## config.mk

```make
export PLATFORM = sky130hd
export DESIGN_NAME = cypher_tx_fifo_flat
export DESIGN_NICKNAME = d
export VERILOG_FILES = /design/src/rtl/cypher_tx_fifo_if.sv /design/src/rtl/cypher_tx_fifo.sv /design/src/flat_wrapper.sv
export SDC_FILE = /design/constraint.sdc
export NUM_CORES = 1
export LEC_CHECK = 0
export BUFFER_PORTS_ARGS = -buffer_cell sky130_fd_sc_hd__buf_2
export CAP_MARGIN = 5
export CORE_MARGIN = 3
export CORE_UTILIZATION = 52
export CTS_CLUSTER_DIAMETER = 80
export DETAILED_ROUTE_END_ITERATION = 16
export GPL_TIMING_DRIVEN = 0
export PLACE_DENSITY = 0.67
export SYNTH_ARGS = -nofsm -noshare
export SYNTH_HDL_FRONTEND = slang
export SYNTH_SLANG_ARGS = --single-unit
```

## constraint.sdc

```tcl
create_clock -name i_Clk -period 9.05 [get_ports i_Clk]
set_clock_uncertainty 0.1 [all_clocks]
set_input_delay 0.4525 -clock i_Clk [delete_from_list [all_inputs] [get_ports i_Clk]]
set_output_delay 0.4525 -clock i_Clk [all_outputs]
set_load 0.01 [all_outputs]
```

## src/rtl/cypher_tx_fifo_if.sv

```systemverilog
// Byte-stream handshake between the ChaCha core, the transmit FIFO and the SPI slave.
// master = core/SPI side, slave = FIFO side.
interface cypher_tx_fifo_if;
  logic [7:0] io_cyphertext;
  logic       io_cypher_valid;
  logic       io_cypher_ready;
  logic       o_RX_DV;
  logic       i_TX_DV;
  logic [7:0] i_TX_Byte;

  modport master (
    output io_cyphertext, io_cypher_valid, o_RX_DV,
    input  io_cypher_ready, i_TX_DV, i_TX_Byte
  );

  modport slave (
    input  io_cyphertext, io_cypher_valid, o_RX_DV,
    output io_cypher_ready, i_TX_DV, i_TX_Byte
  );
endinterface

```

## src/rtl/cypher_tx_fifo.sv

```systemverilog
// Cyphertext byte FIFO feeding the SPI slave transmit register, with FILL_BYTE on empty.
// Optional macro CYPHER_TX_UNDERRUN_CNT_EN adds a saturating underrun counter port.
module cypher_tx_fifo #(
  parameter int         DEPTH     = 16,
  parameter logic [7:0] FILL_BYTE = 8'hA5,
  localparam int        CW        = $clog2(DEPTH) + 1
) (
  input  logic                    i_Clk,
  input  logic                    i_Rst,
  cypher_tx_fifo_if.slave         io_bus,
  input  logic                    i_Flush,
  output logic [CW-1:0]           o_Count,
  output logic                    o_Underrun
`ifdef CYPHER_TX_UNDERRUN_CNT_EN
  ,
  output logic [7:0]              o_Underrun_Cnt
`endif
);

  localparam int AW = $clog2(DEPTH);

  typedef enum logic [1:0] {
    IDLE  = 2'd0,
    LOAD  = 2'd1,
    ARMED = 2'd2
  } state_t;

  state_t          r_state;
  state_t          w_next;
  logic [7:0]      r_mem [DEPTH];
  logic [AW-1:0]   r_wptr;
  logic [AW-1:0]   r_rptr;
  logic [CW-1:0]   r_count;
  logic            r_pending;
  logic            w_pend_next;
  logic            r_tx_dv;
  logic [7:0]      r_tx_byte;
  logic            r_underrun;
  logic            w_load_go;
  logic            w_push;
  logic            w_pop;
  logic            w_empty;
  logic            w_underrun_next;

  assign io_bus.io_cypher_ready = (r_count != CW'(DEPTH)) && !i_Flush && !i_Rst;
  assign w_push          = io_bus.io_cypher_valid && io_bus.io_cypher_ready;
  assign w_empty         = (r_count == '0);
  assign w_pop           = w_load_go && !w_empty;
  // The preload out of IDLE is expected to find an empty FIFO and is not an underrun.
  assign w_underrun_next = w_load_go && w_empty && (r_state == ARMED);

  assign io_bus.i_TX_DV   = r_tx_dv;
  assign io_bus.i_TX_Byte = r_tx_byte;
  assign o_Count          = r_count;
  assign o_Underrun       = r_underrun;

  always_comb begin
    w_next      = r_state;
    w_load_go   = 1'b0;
    w_pend_next = r_pending;
    case (r_state)
      IDLE: begin
        w_next    = LOAD;
        w_load_go = 1'b1;
        if (io_bus.o_RX_DV) w_pend_next = 1'b1;
      end
      LOAD: begin
        w_next = ARMED;
        if (io_bus.o_RX_DV) w_pend_next = 1'b1;
      end
      ARMED: begin
        if (io_bus.o_RX_DV || r_pending) begin
          w_next      = LOAD;
          w_load_go   = 1'b1;
          // A fresh request arriving while a pending one is consumed stays pending.
          w_pend_next = r_pending && io_bus.o_RX_DV;
        end
      end
      default: w_next = IDLE;
    endcase
    if (i_Flush) begin
      w_next      = IDLE;
      w_load_go   = 1'b0;
      w_pend_next = 1'b0;
    end
  end

  always_ff @(posedge i_Clk) begin
    if (w_push) r_mem[r_wptr] <= io_bus.io_cyphertext;
  end

  always_ff @(posedge i_Clk or posedge i_Rst) begin
    if (i_Rst) begin
      r_state    <= IDLE;
      r_pending  <= 1'b0;
      r_tx_dv    <= 1'b0;
      r_tx_byte  <= 8'h00;
      r_underrun <= 1'b0;
      r_wptr     <= '0;
      r_rptr     <= '0;
      r_count    <= '0;
    end else begin
      r_state    <= w_next;
      r_pending  <= w_pend_next;
      r_tx_dv    <= w_load_go;
      r_underrun <= w_underrun_next;
      if (w_load_go) r_tx_byte <= w_empty ? FILL_BYTE : r_mem[r_rptr];
      if (i_Flush) begin
        r_wptr  <= '0;
        r_rptr  <= '0;
        r_count <= '0;
      end else begin
        if (w_push) r_wptr <= r_wptr + 1'b1;
        if (w_pop)  r_rptr <= r_rptr + 1'b1;
        case ({w_push, w_pop})
          2'b10:   r_count <= r_count + 1'b1;
          2'b01:   r_count <= r_count - 1'b1;
          default: r_count <= r_count;
        endcase
      end
    end
  end

`ifdef CYPHER_TX_UNDERRUN_CNT_EN
  logic [7:0] r_underrun_cnt;

  always_ff @(posedge i_Clk or posedge i_Rst) begin
    if (i_Rst) begin
      r_underrun_cnt <= 8'h00;
    end else if (i_Flush) begin
      r_underrun_cnt <= 8'h00;
    end else if (w_underrun_next && (r_underrun_cnt != 8'hFF)) begin
      r_underrun_cnt <= r_underrun_cnt + 8'h01;
    end
  end

  assign o_Underrun_Cnt = r_underrun_cnt;
`endif

endmodule
```

## src/flat_wrapper.sv

```systemverilog
// flat-port wrapper written by rule: the top's interface ports become plain ports
module cypher_tx_fifo_flat 
#(
  parameter int         DEPTH     = 16,
  parameter logic [7:0] FILL_BYTE = 8'hA5,
  localparam int        CW        = $clog2(DEPTH) + 1
)
  (i_Clk, i_Rst, i_Flush, o_Count, o_Underrun, io_bus_io_cyphertext, io_bus_io_cypher_valid, io_bus_o_RX_DV, io_bus_io_cypher_ready, io_bus_i_TX_DV, io_bus_i_TX_Byte);
  cypher_tx_fifo_if io_bus_i ();
  input  logic i_Clk;
  input  logic i_Rst;
  input  logic i_Flush;
  output logic [CW-1:0] o_Count;
  output logic o_Underrun;
  input wire logic [$bits(io_bus_i.io_cyphertext)-1:0] io_bus_io_cyphertext;
  input wire logic [$bits(io_bus_i.io_cypher_valid)-1:0] io_bus_io_cypher_valid;
  input wire logic [$bits(io_bus_i.o_RX_DV)-1:0] io_bus_o_RX_DV;
  output wire logic [$bits(io_bus_i.io_cypher_ready)-1:0] io_bus_io_cypher_ready;
  output wire logic [$bits(io_bus_i.i_TX_DV)-1:0] io_bus_i_TX_DV;
  output wire logic [$bits(io_bus_i.i_TX_Byte)-1:0] io_bus_i_TX_Byte;
  assign io_bus_i.io_cyphertext = io_bus_io_cyphertext;
  assign io_bus_i.io_cypher_valid = io_bus_io_cypher_valid;
  assign io_bus_i.o_RX_DV = io_bus_o_RX_DV;
  assign io_bus_io_cypher_ready = io_bus_i.io_cypher_ready;
  assign io_bus_i_TX_DV = io_bus_i.i_TX_DV;
  assign io_bus_i_TX_Byte = io_bus_i.i_TX_Byte;
  cypher_tx_fifo #(.DEPTH(DEPTH), .FILL_BYTE(FILL_BYTE)) u_core (.i_Clk(i_Clk), .i_Rst(i_Rst), .io_bus(io_bus_i), .i_Flush(i_Flush), .o_Count(o_Count), .o_Underrun(o_Underrun));
endmodule
```

==> summary.txt, run 1 <==
WORST SETUP PATH
------------------------------------------------------------------------------------------------------
Reg2reg setup slack                                                                            5750 ps
Launching element type of the critical path                                                  flip-flop
Crit Reg-Reg Endpoint                                                                     u_core.o_Count[4]$_DFFE_PP0P_
Data required time at the worst endpoint                                                       9280 ps
Launch point of the worst reg-to-reg path                                                 u_core.o_Count[1]$_DFFE_PP0P_
Worst-path maximum fanout                                                                            8
Delay contributed by the slowest stage of the critical path                                     540 ps
Worst EP arrival                                                                               3540 ps
Category of cells accounting for the largest share of critical-path delay                 simple AND/OR/NAND/NOR gates
Worst Path Buf+Inv                                                                                   2
Worst Reg-to-Reg Cells                                                                              12
Master of the slowest instance on the critical path                                              or4_4
Cell Chain, Critical Path                                                                 buf_6, or4_4, o211ai_4, or2_1, clkbuf_1, xnor2_1, ha_1, nor2_1, o31ai_1, a31o_1, or3_1, a41oi_1
Crit path kind                                                                            flip-flop to flip-flop
CP endpoint kind                                                                             flip-flop

YOSYS
------------------------------------------------------------------------------------------------------
Mean cell area of the mapped netlist                                                        19.0 sq um
Portion of synthesized cell area occupied by the leading cell type                               61.7%
Top post-synthesis cells by area                                                          edfxtp_1 62%, mux4_2 14%, dfrtp_1 10%, ha_1 1.4%, nor2_1 1.2%
Post-synth cell types                                                                               40
Ys Warns                                                                                             0
Cell accounting for the most synthesized area                                                 edfxtp_1
Cell count after synthesis                                                                         328
Post-Syn Nets                                                                                      348
Total of flip-flops plus latches after synthesis                                                   154
Mapped cell area                                                                          0.00623 sq mm
Register area share after synthesis                                                              72.2%

STA
------------------------------------------------------------------------------------------------------
Worst Setup Slack, final                                                                       5750 ps
Post-layout minimum cycle time                                                                 3300 ps
Final period util                                                                                36.5%
Worst slew margin relative to its limit                                                          34.1%
Total negative setup slack                                                                        0 ps
Final Hold Vio Count                                                                                 0
Number of pins with negative max-slew slack in the final report                                      0
Worst slew pin tran                                                                             988 ps
Maximum frequency from static timing analysis                                                  303 MHz
Setup violation total in the final timing report                                                     0
Final hold slack                                                                                163 ps
Unrepaired setup endpoints after global routing                                                     no

CTS
------------------------------------------------------------------------------------------------------
TritonCTS clock tree                                                                             built
Library cell used as clock root buffer                                                       clkbuf_16
Post-cts resize count                                                                                0
Cts-stage hold buffer count                                                                          0
Total setup buffers inserted after CTS                                                               0
Latest clock arrival within the worst-skew pair                                                 430 ps
Total CTS buffers                                                                                   17
Clock transition at the register clock pins on the worst setup and hold paths after CTS          70 ps
Sink count of the clock tree                                                                       154
# H-tree levels                                                                                      4
Number of buffers on the longest clock path                                                          2

GLOBAL ROUTING
------------------------------------------------------------------------------------------------------
Overall Global Routing Usage                                                                     20.4%
Vias in the first global route                                                                    3167
Wire length of the first global-routing pass                                                   18.9 mm
Overflow left after global routing                                                                   0
Maximum number of pins on one net before global-route repair                                        28
Antenna violations before repair                                                                     0

DIE
------------------------------------------------------------------------------------------------------
Floorplan Core Area                                                                       0.0116 sq mm
Effective utilization at floorplan                                                               53.9%
Rows                                                                                                39
Floorplan die area                                                                        0.0133 sq mm
Vertical die dimension                                                                          115 um
Top Ports                                                                                           29
Die width                                                                                       115 um

RUN
------------------------------------------------------------------------------------------------------
Number of maximum-capacitance violations                                                             0

PLACED DESIGN
------------------------------------------------------------------------------------------------------
Routability congestion estimate from global placement                                            0.851
Placed standard-cell area                                                                 0.00655 sq mm
Post-detail-place hpwl                                                                         7.82 mm
Setup slack at placement                                                                       5700 ps
Buffers on Ports                                                                                    28

CELLS AND AREA
------------------------------------------------------------------------------------------------------
Number of inserted filler cells in the final layout                                                810
Final-stage net count                                                                              395
Number of antenna repair diodes                                                                      0
Area of combinational cells with multiple inputs                                          0.00163 sq mm
Final instance area                                                                       0.00719 sq mm
Register Area                                                                             0.00449 sq mm
Post-synthesis to final-layout area growth                                                       15.4%
Ratio of cells with drive above 1 in the final layout                                            27.8%

PWR
------------------------------------------------------------------------------------------------------
Static leakage                                                                                 2.48 nW
Peak ir drop on the vdd network                                                               0.123 mV
Power density over cell area                                                               257 mW/mm^2
Power Total                                                                                    1.84 mW

HOLD PATH
------------------------------------------------------------------------------------------------------
Worst hold path type                                                                      primary input to async pin

DETAILED ROUTING
------------------------------------------------------------------------------------------------------
Count of nets left with antenna violations after detail routing                                      0
Number of remaining DRC errors                                                                       0
Post-Route WL                                                                                  12.5 mm
Average detailed-routed wire length per instance                                               23.6 um
Pre-Repair DR Iteration Count                                                                        4
Count of vias placed by the detailed router                                                       3252
Via count normalized by instance count                                                            6.12
Initial DRC Count                                                                                  275

RUN STATUS
------------------------------------------------------------------------------------------------------
Run status                                                                                complete, no violations

==> area by class of cell <==
type,count,share of cell area (%)
clock buffer,17,5.92
clock inverter,15,2.98
multi-input combinational,150,22.7
inverter,8,0.418
timing repair buffer,28,1.95
buffer,16,0.992
tap,143,2.49
sequential,154,62.5
==> kinds of logic (layout without fill, tap and decap cells) <==
logic type	after synthesis	count (layout)	synth area share [%]
AOI/OAI and AO/OA	29	29	3.68
and+or+nand+nor	65	65	5.38
buffers and inverters	24	84	1.63
muxes	41	41	14.6
xor gates and xnor gates	8	8	1.12
adders and majority gates	7	7	1.41
DFF	154	154	72.2
==> worst max path at each step <==
stage	end	cells past startpoint	startpoint	slack (ps)
2_1_floorplan	u_core.o_Count[4]$_DFFE_PP0P_	12	u_core.o_Count[1]$_DFFE_PP0P_	6000
3_3_place_gp	u_core.o_Count[4]$_DFFE_PP0P_	12	i_Flush	5790
5_1_grt	u_core.o_Count[4]$_DFFE_PP0P_	12	u_core.o_Count[1]$_DFFE_PP0P_	5570
6_report	u_core.o_Count[4]$_DFFE_PP0P_	12	u_core.o_Count[1]$_DFFE_PP0P_	5750
3_5_place_dp	u_core.o_Count[4]$_DFFE_PP0P_	12	i_Flush	5700
4_1_cts	u_core.o_Count[4]$_DFFE_PP0P_	12	u_core.o_Count[1]$_DFFE_PP0P_	5760
==> worst register-to-register path: stages (launching register included) <==
cell	delay, ps
dfrtp_1	380
buf_6	140
or4_4	540
o211ai_4	270
or2_1	140
clkbuf_1	230
xnor2_1	100
ha_1	260
nor2_1	150
o31ai_1	100
a31o_1	260
or3_1	320
a41oi_1	220
==> report_power, final <==
group	leakage (nW)	internal [mW]	total (mW)	switching (mW)
combinational	0.696	0.123	0.258	0.135
sequential	1.48	0.798	0.827	0.0293
clock	0.304	0.468	0.759	0.292
total	2.48	1.39	1.84	0.455
==> sequential cells by signal (all words and copies together) (netlist names) <==
register,cells
u_core.io_bus.i_TX_Byte,8
u_core.io_bus.i_TX_DV,1
u_core.o_Count,5
u_core.o_Underrun,1
u_core.r_mem,128
u_core.r_pending,1
u_core.r_rptr,4
u_core.r_state,2
u_core.r_wptr,4
==> cells in the mapped netlist <==
library cell / count
a211oi_1: 3
a21boi_2: 1
a21oi_1: 7
a22o_1: 4
a311oi_1: 2
a31o_1: 1
a41oi_1: 1
and2_1: 8
and3_1: 6
and4_1: 4
buf_1: 3
buf_2: 3
buf_6: 1
clkbuf_1: 9
dfrtp_1: 26
edfxtp_1: 128
ha_1: 7
inv_1: 8
mux2i_1: 1
mux4_2: 40
nand2_1: 14
nand3_1: 1
nand4_1: 2
nor2_1: 20
nor3_1: 3
nor3b_1: 1
nor4_1: 2
o211ai_4: 1
o21ai_0: 1
o21ai_1: 1
o21bai_1: 1
o22a_1: 4
o2bb2ai_1: 1
o31ai_1: 1
or2_1: 1
or3_1: 1
or3b_2: 1
or4_4: 1
xnor2_1: 2
xor2_1: 6
==> metal layers <==
metal | wire, um | up-vias | GRT usage, % | part of all wire [%]
met5 | 0 | - | 0 | 0
met4 | 159 | 0 | 6.89 | 1.3
met3 | 885 | 16 | 6.11 | 7.1
met2 | 6530 | 121 | 33.2 | 52
met1 | 4960 | 1696 | 26.6 | 40
li1 | - | 1419 | - | -
==> cell usage in the layout (no fill, tap or decap), types with 3 or more instances in the layout <==
cell | synthesis | final
a211oi_1 | 3 | 3
a21oi_1 | 7 | 7
a22o_1 | 4 | 4
and2_1 | 8 | 8
and3_1 | 6 | 6
and4_1 | 4 | 4
buf_1 | 3 | 3
buf_2 | 3 | 31
bufinv_16 | 0 | 4
clkbuf_1 | 9 | 9
clkbuf_16 | 0 | 17
clkinvlp_4 | 0 | 3
dfrtp_1 | 26 | 26
edfxtp_1 | 128 | 128
ha_1 | 7 | 7
inv_1 | 8 | 8
inv_6 | 0 | 3
mux4_2 | 40 | 40
nand2_1 | 14 | 14
nor2_1 | 20 | 20
nor3_1 | 3 | 3
o22a_1 | 4 | 4
xor2_1 | 6 | 6
==> per-stage QoR <==
stage / instances / util [%]
after CTS: 531 / 62.1
after floorplan: 328 / -
after global placement: 499 / 56.6
after detailed placement: 499 / 56.6
after global routing: 531 / 62.1
final: 531 / 62.1
Note: power is estimated with default switching activity, not from simulation.
==> inputs of run 2 (changes only) <==
Clock period 9.05 ns to 3.29 ns, I/O delays scaled along.
==> run 2 against run 1 <==
Power rose to 2.8 times the previous value. Register-to-register slack worse by 5600 ps. Die area unchanged. Utilization up 0.22 points. Setup slack worse by 5600 ps. Count of clock-buffer cells in the layout unchanged. Sequential power rose to 2.8 times the previous value. Sequential share of layout area down 0.22 points. Non-clock buffer count up 1. Critical path depth down 1. Cell count up 0.19%. Critical endpoint unchanged.
==> summary.txt, run 2 (synthesis results as in run 1) <==
RUN STATUS
------------------------------------------------------------------------------------------------------
Run status                                                                                complete, no violations

CELLS AND AREA
------------------------------------------------------------------------------------------------------
Number of antenna repair diodes                                                                      0
Ratio of cells with drive above 1 in the final layout                                            28.3%
Largest reg by FF count                                                                   u_core.r_mem
Max FFs per register                                                                               128
Util after Layout                                                                                62.4%
Final-stage net count                                                                              396
Post-synthesis to final-layout area growth                                                       15.8%
Most used cells in the layout excluding fill and tap cells                                128 x edfxtp_1, 40 x mux4_2, 31 x buf_2
Most frequent standard cell in the layout excluding fill and tap cells                        edfxtp_1

WORST SETUP PATH
------------------------------------------------------------------------------------------------------
Reg2reg setup slack                                                                             170 ps
Master of the slowest instance on the critical path                                              or4_4
Cell Chain, Critical Path                                                                 buf_6, or4_4, o211ai_4, or2_4, xnor2_1, ha_1, nor2_1, o31ai_1, a31o_1, or3_1, a41oi_1
Delay contributed by the slowest stage of the critical path                                     540 ps
Worst-path maximum fanout                                                                            8
Worst Path Buf+Inv                                                                                   1
Data required time at the worst endpoint                                                       3520 ps
Launching element type of the critical path                                                  flip-flop
Category of cells accounting for the largest share of critical-path delay                 simple AND/OR/NAND/NOR gates
Crit path kind                                                                            flip-flop to flip-flop
CP endpoint kind                                                                             flip-flop
Worst EP arrival                                                                               3350 ps

DIE
------------------------------------------------------------------------------------------------------
Floorplan Core Area                                                                       0.0116 sq mm
Top Ports                                                                                           29
Die width                                                                                       115 um
Rows                                                                                                39
Floorplan die area                                                                        0.0133 sq mm
Vertical die dimension                                                                          115 um
Effective utilization at floorplan                                                               53.9%

CTS
------------------------------------------------------------------------------------------------------
Sink count of the clock tree                                                                       154
Number of buffers on the longest clock path                                                          2
TritonCTS clock tree                                                                             built
Library cell used as clock root buffer                                                       clkbuf_16
Latest clock arrival within the worst-skew pair                                                 430 ps
# H-tree levels                                                                                      4
Clock transition at the register clock pins on the worst setup and hold paths after CTS          60 ps
Total setup buffers inserted after CTS                                                               0
Total CTS buffers                                                                                   17

RUN
------------------------------------------------------------------------------------------------------
Number of maximum-capacitance violations                                                             0

PLACED DESIGN
------------------------------------------------------------------------------------------------------
Buffers on Ports                                                                                    28
Post-detail-place hpwl                                                                         7.82 mm
Routability congestion estimate from global placement                                            0.851

STA
------------------------------------------------------------------------------------------------------
Post-layout minimum cycle time                                                                 3120 ps
Maximum frequency from static timing analysis                                                  321 MHz
Worst slew pin tran                                                                             999 ps
Final period util                                                                                94.7%
Setup violation total in the final timing report                                                     0
Final Hold Vio Count                                                                                 0
Unrepaired setup endpoints after global routing                                                     no
Total negative setup slack                                                                        0 ps
Number of pins with negative max-slew slack in the final report                                      0
Worst slew margin relative to its limit                                                          33.4%

PWR
------------------------------------------------------------------------------------------------------
Power density over cell area                                                               705 mW/mm^2
Static leakage                                                                                 2.49 nW
Peak ir drop on the vdd network                                                               0.337 mV

GLOBAL ROUTING
------------------------------------------------------------------------------------------------------
Wire length of the first global-routing pass                                                   19.0 mm
Met1 global-route usage                                                                          26.6%
Met3 routing resource usage after global routing                                                 6.11%
Antenna violations before repair                                                                     0
Busiest layer in global routing                                                                   met2
Overflow left after global routing                                                                   0
Overall Global Routing Usage                                                                     20.5%
Maximum number of pins on one net before global-route repair                                        28
Met2 Resource Use GR                                                                             33.4%
Vias in the first global route                                                                    3191

DETAILED ROUTING
------------------------------------------------------------------------------------------------------
Count of nets left with antenna violations after detail routing                                      0
Pre-Repair DR Iteration Count                                                                        5
Number of remaining DRC errors                                                                       0
Post-Route WL                                                                                  12.6 mm
Initial DRC Count                                                                                  295
Via count normalized by instance count                                                            6.05
Average detailed-routed wire length per instance                                               23.7 um
Count of vias placed by the detailed router                                                       3218

HOLD PATH
------------------------------------------------------------------------------------------------------
Worst hold path type                                                                      primary input to flip-flop

==> run 2: cell types whose count changed in the layout (fill, tap and decap cells not counted), sizes merged <==
cell / previous run / this run
clkbuf: 26 / 25
dlygate4sd3: 0 / 2
==> run 2: final timing paths <==
path,start,end,cells after the start
max,u_core.o_Count[1]$_DFFE_PP0P_,u_core.o_Count[4]$_DFFE_PP0P_,11
min,io_bus_io_cyphertext[5],u_core.r_mem[1][5]$_DFFE_PP_,1
max reg2reg,u_core.o_Count[1]$_DFFE_PP0P_,u_core.o_Count[4]$_DFFE_PP0P_,11
min reg2reg,u_core.io_bus.i_TX_Byte[0]$_DFFE_PP0N_,u_core.io_bus.i_TX_Byte[0]$_DFFE_PP0N_,1
max in group asynchronous,i_Rst,u_core.r_pending$_DFFE_PP0P_,3
min in group asynchronous,i_Rst,u_core.io_bus.i_TX_Byte[5]$_DFFE_PP0N_,3
==> run 2: cell type report <==
type                       count  area (sq um)
timing repair buffer          30           160
buffer                        15          67.6
fill                         807          4350
clock buffer                  17           425
inverter                       8          30.0
multi-input combinational    150          1640
sequential                   154          4490
tap                          143           179
clock inverter                15           214
==> run 2: power breakdown <==
part,total (mW),leakage [nW],internal [mW],switching (mW)
combinational,0.716,0.705,0.344,0.371
sequential,2.28,1.48,2.19,0.0828
clock,2.09,0.304,1.29,0.804
==> run 2: layer usage <==
| layer | vias to the layer above | routed length, um |
|---|---|---|
| met1 | 1668 | 5010 |
| met3 | 17 | 875 |
| met4 | 0 | 164 |
| met5 | - | 0 |
| li1 | 1419 | - |
| met2 | 114 | 6580 |
==> run 2: timing repair <==
| item | in CTS | in global routing |
|---|---|---|
| setup endpoints to repair | 1 | 1 |
| resized for setup | 0 | 2 |
| hold endpoints to repair | 27 | 0 |
| hold buffers | 2 | 0 |
==> run 2: metrics by stage <==
step | hold slack, ps | setup slack (ps) | total power [mW] | instance area (sq um) | cells
global placement | 337 | 66.5 | 3.01 | 6550 | 499
detailed placement | 355 | 24.9 | 3.03 | 6550 | 499
floorplan | 110 | 241 | 2.81 | 6230 | 328
CTS | 4.51 | 118 | 5.10 | 7200 | 532
global route | 22.2 | 51.7 | 5.26 | 7210 | 532
finish | 13.7 | 174 | 5.08 | 7210 | 532
==> inputs of run 3 (changes only) <==
Settings changed: GPL_TIMING_DRIVEN 0 to default.
==> run 3 against run 2 <==
Flip-flop and latch count unchanged. Largest cell class unchanged. Register-to-register slack improved by 100 ps. Sequential power about the same. Clock power decreased by 14%. Highest routed layer unchanged. Fmax increased by 3.3%.
==> summary.txt, run 3 (synthesis results as in run 1) <==
CELLS AND AREA
------------------------------------------------------------------------------------------------------
Max FFs per register                                                                               128
Number of standard cells in the final layout excluding fillers                                     525
Final-stage net count                                                                              389
Largest reg by FF count                                                                   u_core.r_mem
Number of antenna repair diodes                                                                      0
Post-synthesis to final-layout area growth                                                       14.5%
Most frequent standard cell in the layout excluding fill and tap cells                        edfxtp_1
Ratio of cells with drive above 1 in the final layout                                            29.3%
Most used cells in the layout excluding fill and tap cells                                128 x edfxtp_1, 40 x mux4_2, 28 x buf_2

PWR
------------------------------------------------------------------------------------------------------
Power density over cell area                                                               670 mW/mm^2
Static leakage                                                                                 2.46 nW
Peak ir drop on the vdd network                                                               0.335 mV

WORST SETUP PATH
------------------------------------------------------------------------------------------------------
Crit Reg-Reg Endpoint                                                                     u_core.o_Count[4]$_DFFE_PP0P_
Launching element type of the critical path                                                  flip-flop
Reg2reg setup slack                                                                             270 ps
Worst Reg-to-Reg Cells                                                                              10
Crit path kind                                                                            flip-flop to flip-flop
Worst-path maximum fanout                                                                            9
CP endpoint kind                                                                             flip-flop
Worst EP arrival                                                                               3250 ps
Launch point of the worst reg-to-reg path                                                 u_core.o_Count[1]$_DFFE_PP0P_
Data required time at the worst endpoint                                                       3530 ps

CTS
------------------------------------------------------------------------------------------------------
Clock transition at the register clock pins on the worst setup and hold paths after CTS          70 ps
Total CTS buffers                                                                                   17
Sink count of the clock tree                                                                       154
Total setup buffers inserted after CTS                                                               0
Latest clock arrival within the worst-skew pair                                                 420 ps
Number of buffers on the longest clock path                                                          2
Library cell used as clock root buffer                                                       clkbuf_16
Post-cts resize count                                                                                0
# H-tree levels                                                                                      4
TritonCTS clock tree                                                                             built

DIE
------------------------------------------------------------------------------------------------------
Floorplan Core Area                                                                       0.0116 sq mm
Top Ports                                                                                           29
Vertical die dimension                                                                          115 um
Rows                                                                                                39
Die width                                                                                       115 um
Floorplan die area                                                                        0.0133 sq mm
Effective utilization at floorplan                                                               53.9%

GLOBAL ROUTING
------------------------------------------------------------------------------------------------------
Vias in the first global route                                                                    3015
Overall Global Routing Usage                                                                     19.9%
Met3 routing resource usage after global routing                                                 4.28%
Wire length of the first global-routing pass                                                   18.6 mm
Overflow left after global routing                                                                   0
Maximum number of pins on one net before global-route repair                                        32
Antenna violations before repair                                                                     0
Met2 Resource Use GR                                                                             30.4%
Busiest layer in global routing                                                                   met2
Met1 global-route usage                                                                          28.1%

PLACED DESIGN
------------------------------------------------------------------------------------------------------
Buffers on Ports                                                                                    28
Cell total after placement                                                                         490
Post-detail-place hpwl                                                                         7.37 mm
Routability congestion estimate from global placement                                            0.885

RUN STATUS
------------------------------------------------------------------------------------------------------
Run status                                                                                complete, no violations

DETAILED ROUTING
------------------------------------------------------------------------------------------------------
Via count normalized by instance count                                                            5.93
Average detailed-routed wire length per instance                                               23.0 um
Count of vias placed by the detailed router                                                       3112
Number of remaining DRC errors                                                                       0
Initial DRC Count                                                                                  344
Pre-Repair DR Iteration Count                                                                        4
Count of nets left with antenna violations after detail routing                                      0
Post-Route WL                                                                                  12.1 mm

STA
------------------------------------------------------------------------------------------------------
Worst slew margin relative to its limit                                                          44.4%
Number of pins with negative max-slew slack in the final report                                      0
Unrepaired setup endpoints after global routing                                                     no
Worst slew pin tran                                                                             834 ps
Setup violation total in the final timing report                                                     0
Maximum frequency from static timing analysis                                                  332 MHz
Final Hold Vio Count                                                                                 0
Post-layout minimum cycle time                                                                 3020 ps
Final period util                                                                                91.6%
Total negative setup slack                                                                        0 ps

HOLD PATH
------------------------------------------------------------------------------------------------------
Endpoint of the worst hold path                                                           u_core.r_mem[1][2]$_DFFE_PP_
Launch instance of the worst min-delay path                                               io_bus_io_cyphertext[2]
Worst hold path type                                                                      primary input to flip-flop
Hold Path Cell Cnt                                                                                   1

RUN
------------------------------------------------------------------------------------------------------
Number of maximum-capacitance violations                                                             0

-- run 3: changes by cell type in the layout (fill, tap and decap cells not counted), sizes merged --
cell	previous run	this run
bufinv	4	0
clkbuf	25	17
clkinv	3	7
clkinvlp	3	2
dlygate4sd3	2	3
inv	13	14
-- run 3: repair_timing --
action,CTS,global route
endpoints found under the setup margin,0,0
endpoints found under the hold margin,34,0
hold buffers,3,0
-- run 3: power breakdown --
group / internal [mW] / switching (mW) / leakage [nW]
clock network: 0.990 / 0.811 / 0.270
registers: 2.19 / 0.0976 / 1.48
logic: 0.340 / 0.348 / 0.713
-- run 3: metrics by stage --
step           utilization (%)  setup slack (ps)  hold slack [ps]  total power [mW]  area [sq um]
2_1_floorplan                -               241              110              2.81          6230
3_3_place_gp              56.6               348              166              3.01          6540
3_5_place_dp              56.6               279              168              3.03          6540
4_1_cts                   61.7               274             2.78              4.83          7130
5_1_grt                   61.7               103             12.5              4.99          7130
6_report                  61.7               275             22.7              4.78          7130
-- run 3: final cells by class --
| cell class | instances | area (sq um) |
|---|---|---|
| Multi-Input combinational cell | 150 | 1630 |
| Timing Repair Buffer | 38 | 235 |
| Fill cell | 843 | 4430 |
| Inverter | 8 | 30.0 |
| Clock buffer | 17 | 425 |
| Clock inverter | 15 | 135 |
| Sequential cell | 154 | 4500 |
| Tap cell | 143 | 179 |
-- run 3: per-layer routing --
metal	wire length [um]	share of wire, %
met1	5330	44
met2	5870	49
met5	0	0
met3	683	5.7
met4	179	1.5
-- run 3: worst max-delay path by stage --
| stage | from | end | cells past startpoint |
|---|---|---|---|
| final | u_core.o_Count[1]$_DFFE_PP0P_ | u_core.o_Count[4]$_DFFE_PP0P_ | 10 |
| after CTS | u_core.o_Count[1]$_DFFE_PP0P_ | u_core.o_Count[4]$_DFFE_PP0P_ | 10 |
| after floorplan | u_core.o_Count[1]$_DFFE_PP0P_ | u_core.o_Count[4]$_DFFE_PP0P_ | 12 |
| after global placement | u_core.o_Count[1]$_DFFE_PP0P_ | u_core.o_Count[4]$_DFFE_PP0P_ | 10 |
| after global routing | u_core.o_Count[1]$_DFFE_PP0P_ | u_core.o_Count[4]$_DFFE_PP0P_ | 10 |
| after detailed placement | u_core.o_Count[1]$_DFFE_PP0P_ | u_core.o_Count[4]$_DFFE_PP0P_ | 10 |
-- run 3: worst max-delay path, cell delays in order (launching register included) --
cell      delay (ps)
dfrtp_1          470
or4_4            580
o211ai_4         170
or2_1            260
xnor2_1          100
ha_1             250
nor2_1           140
o31ai_1          100
a31o_1           260
or3_1            310
a41oi_1          200
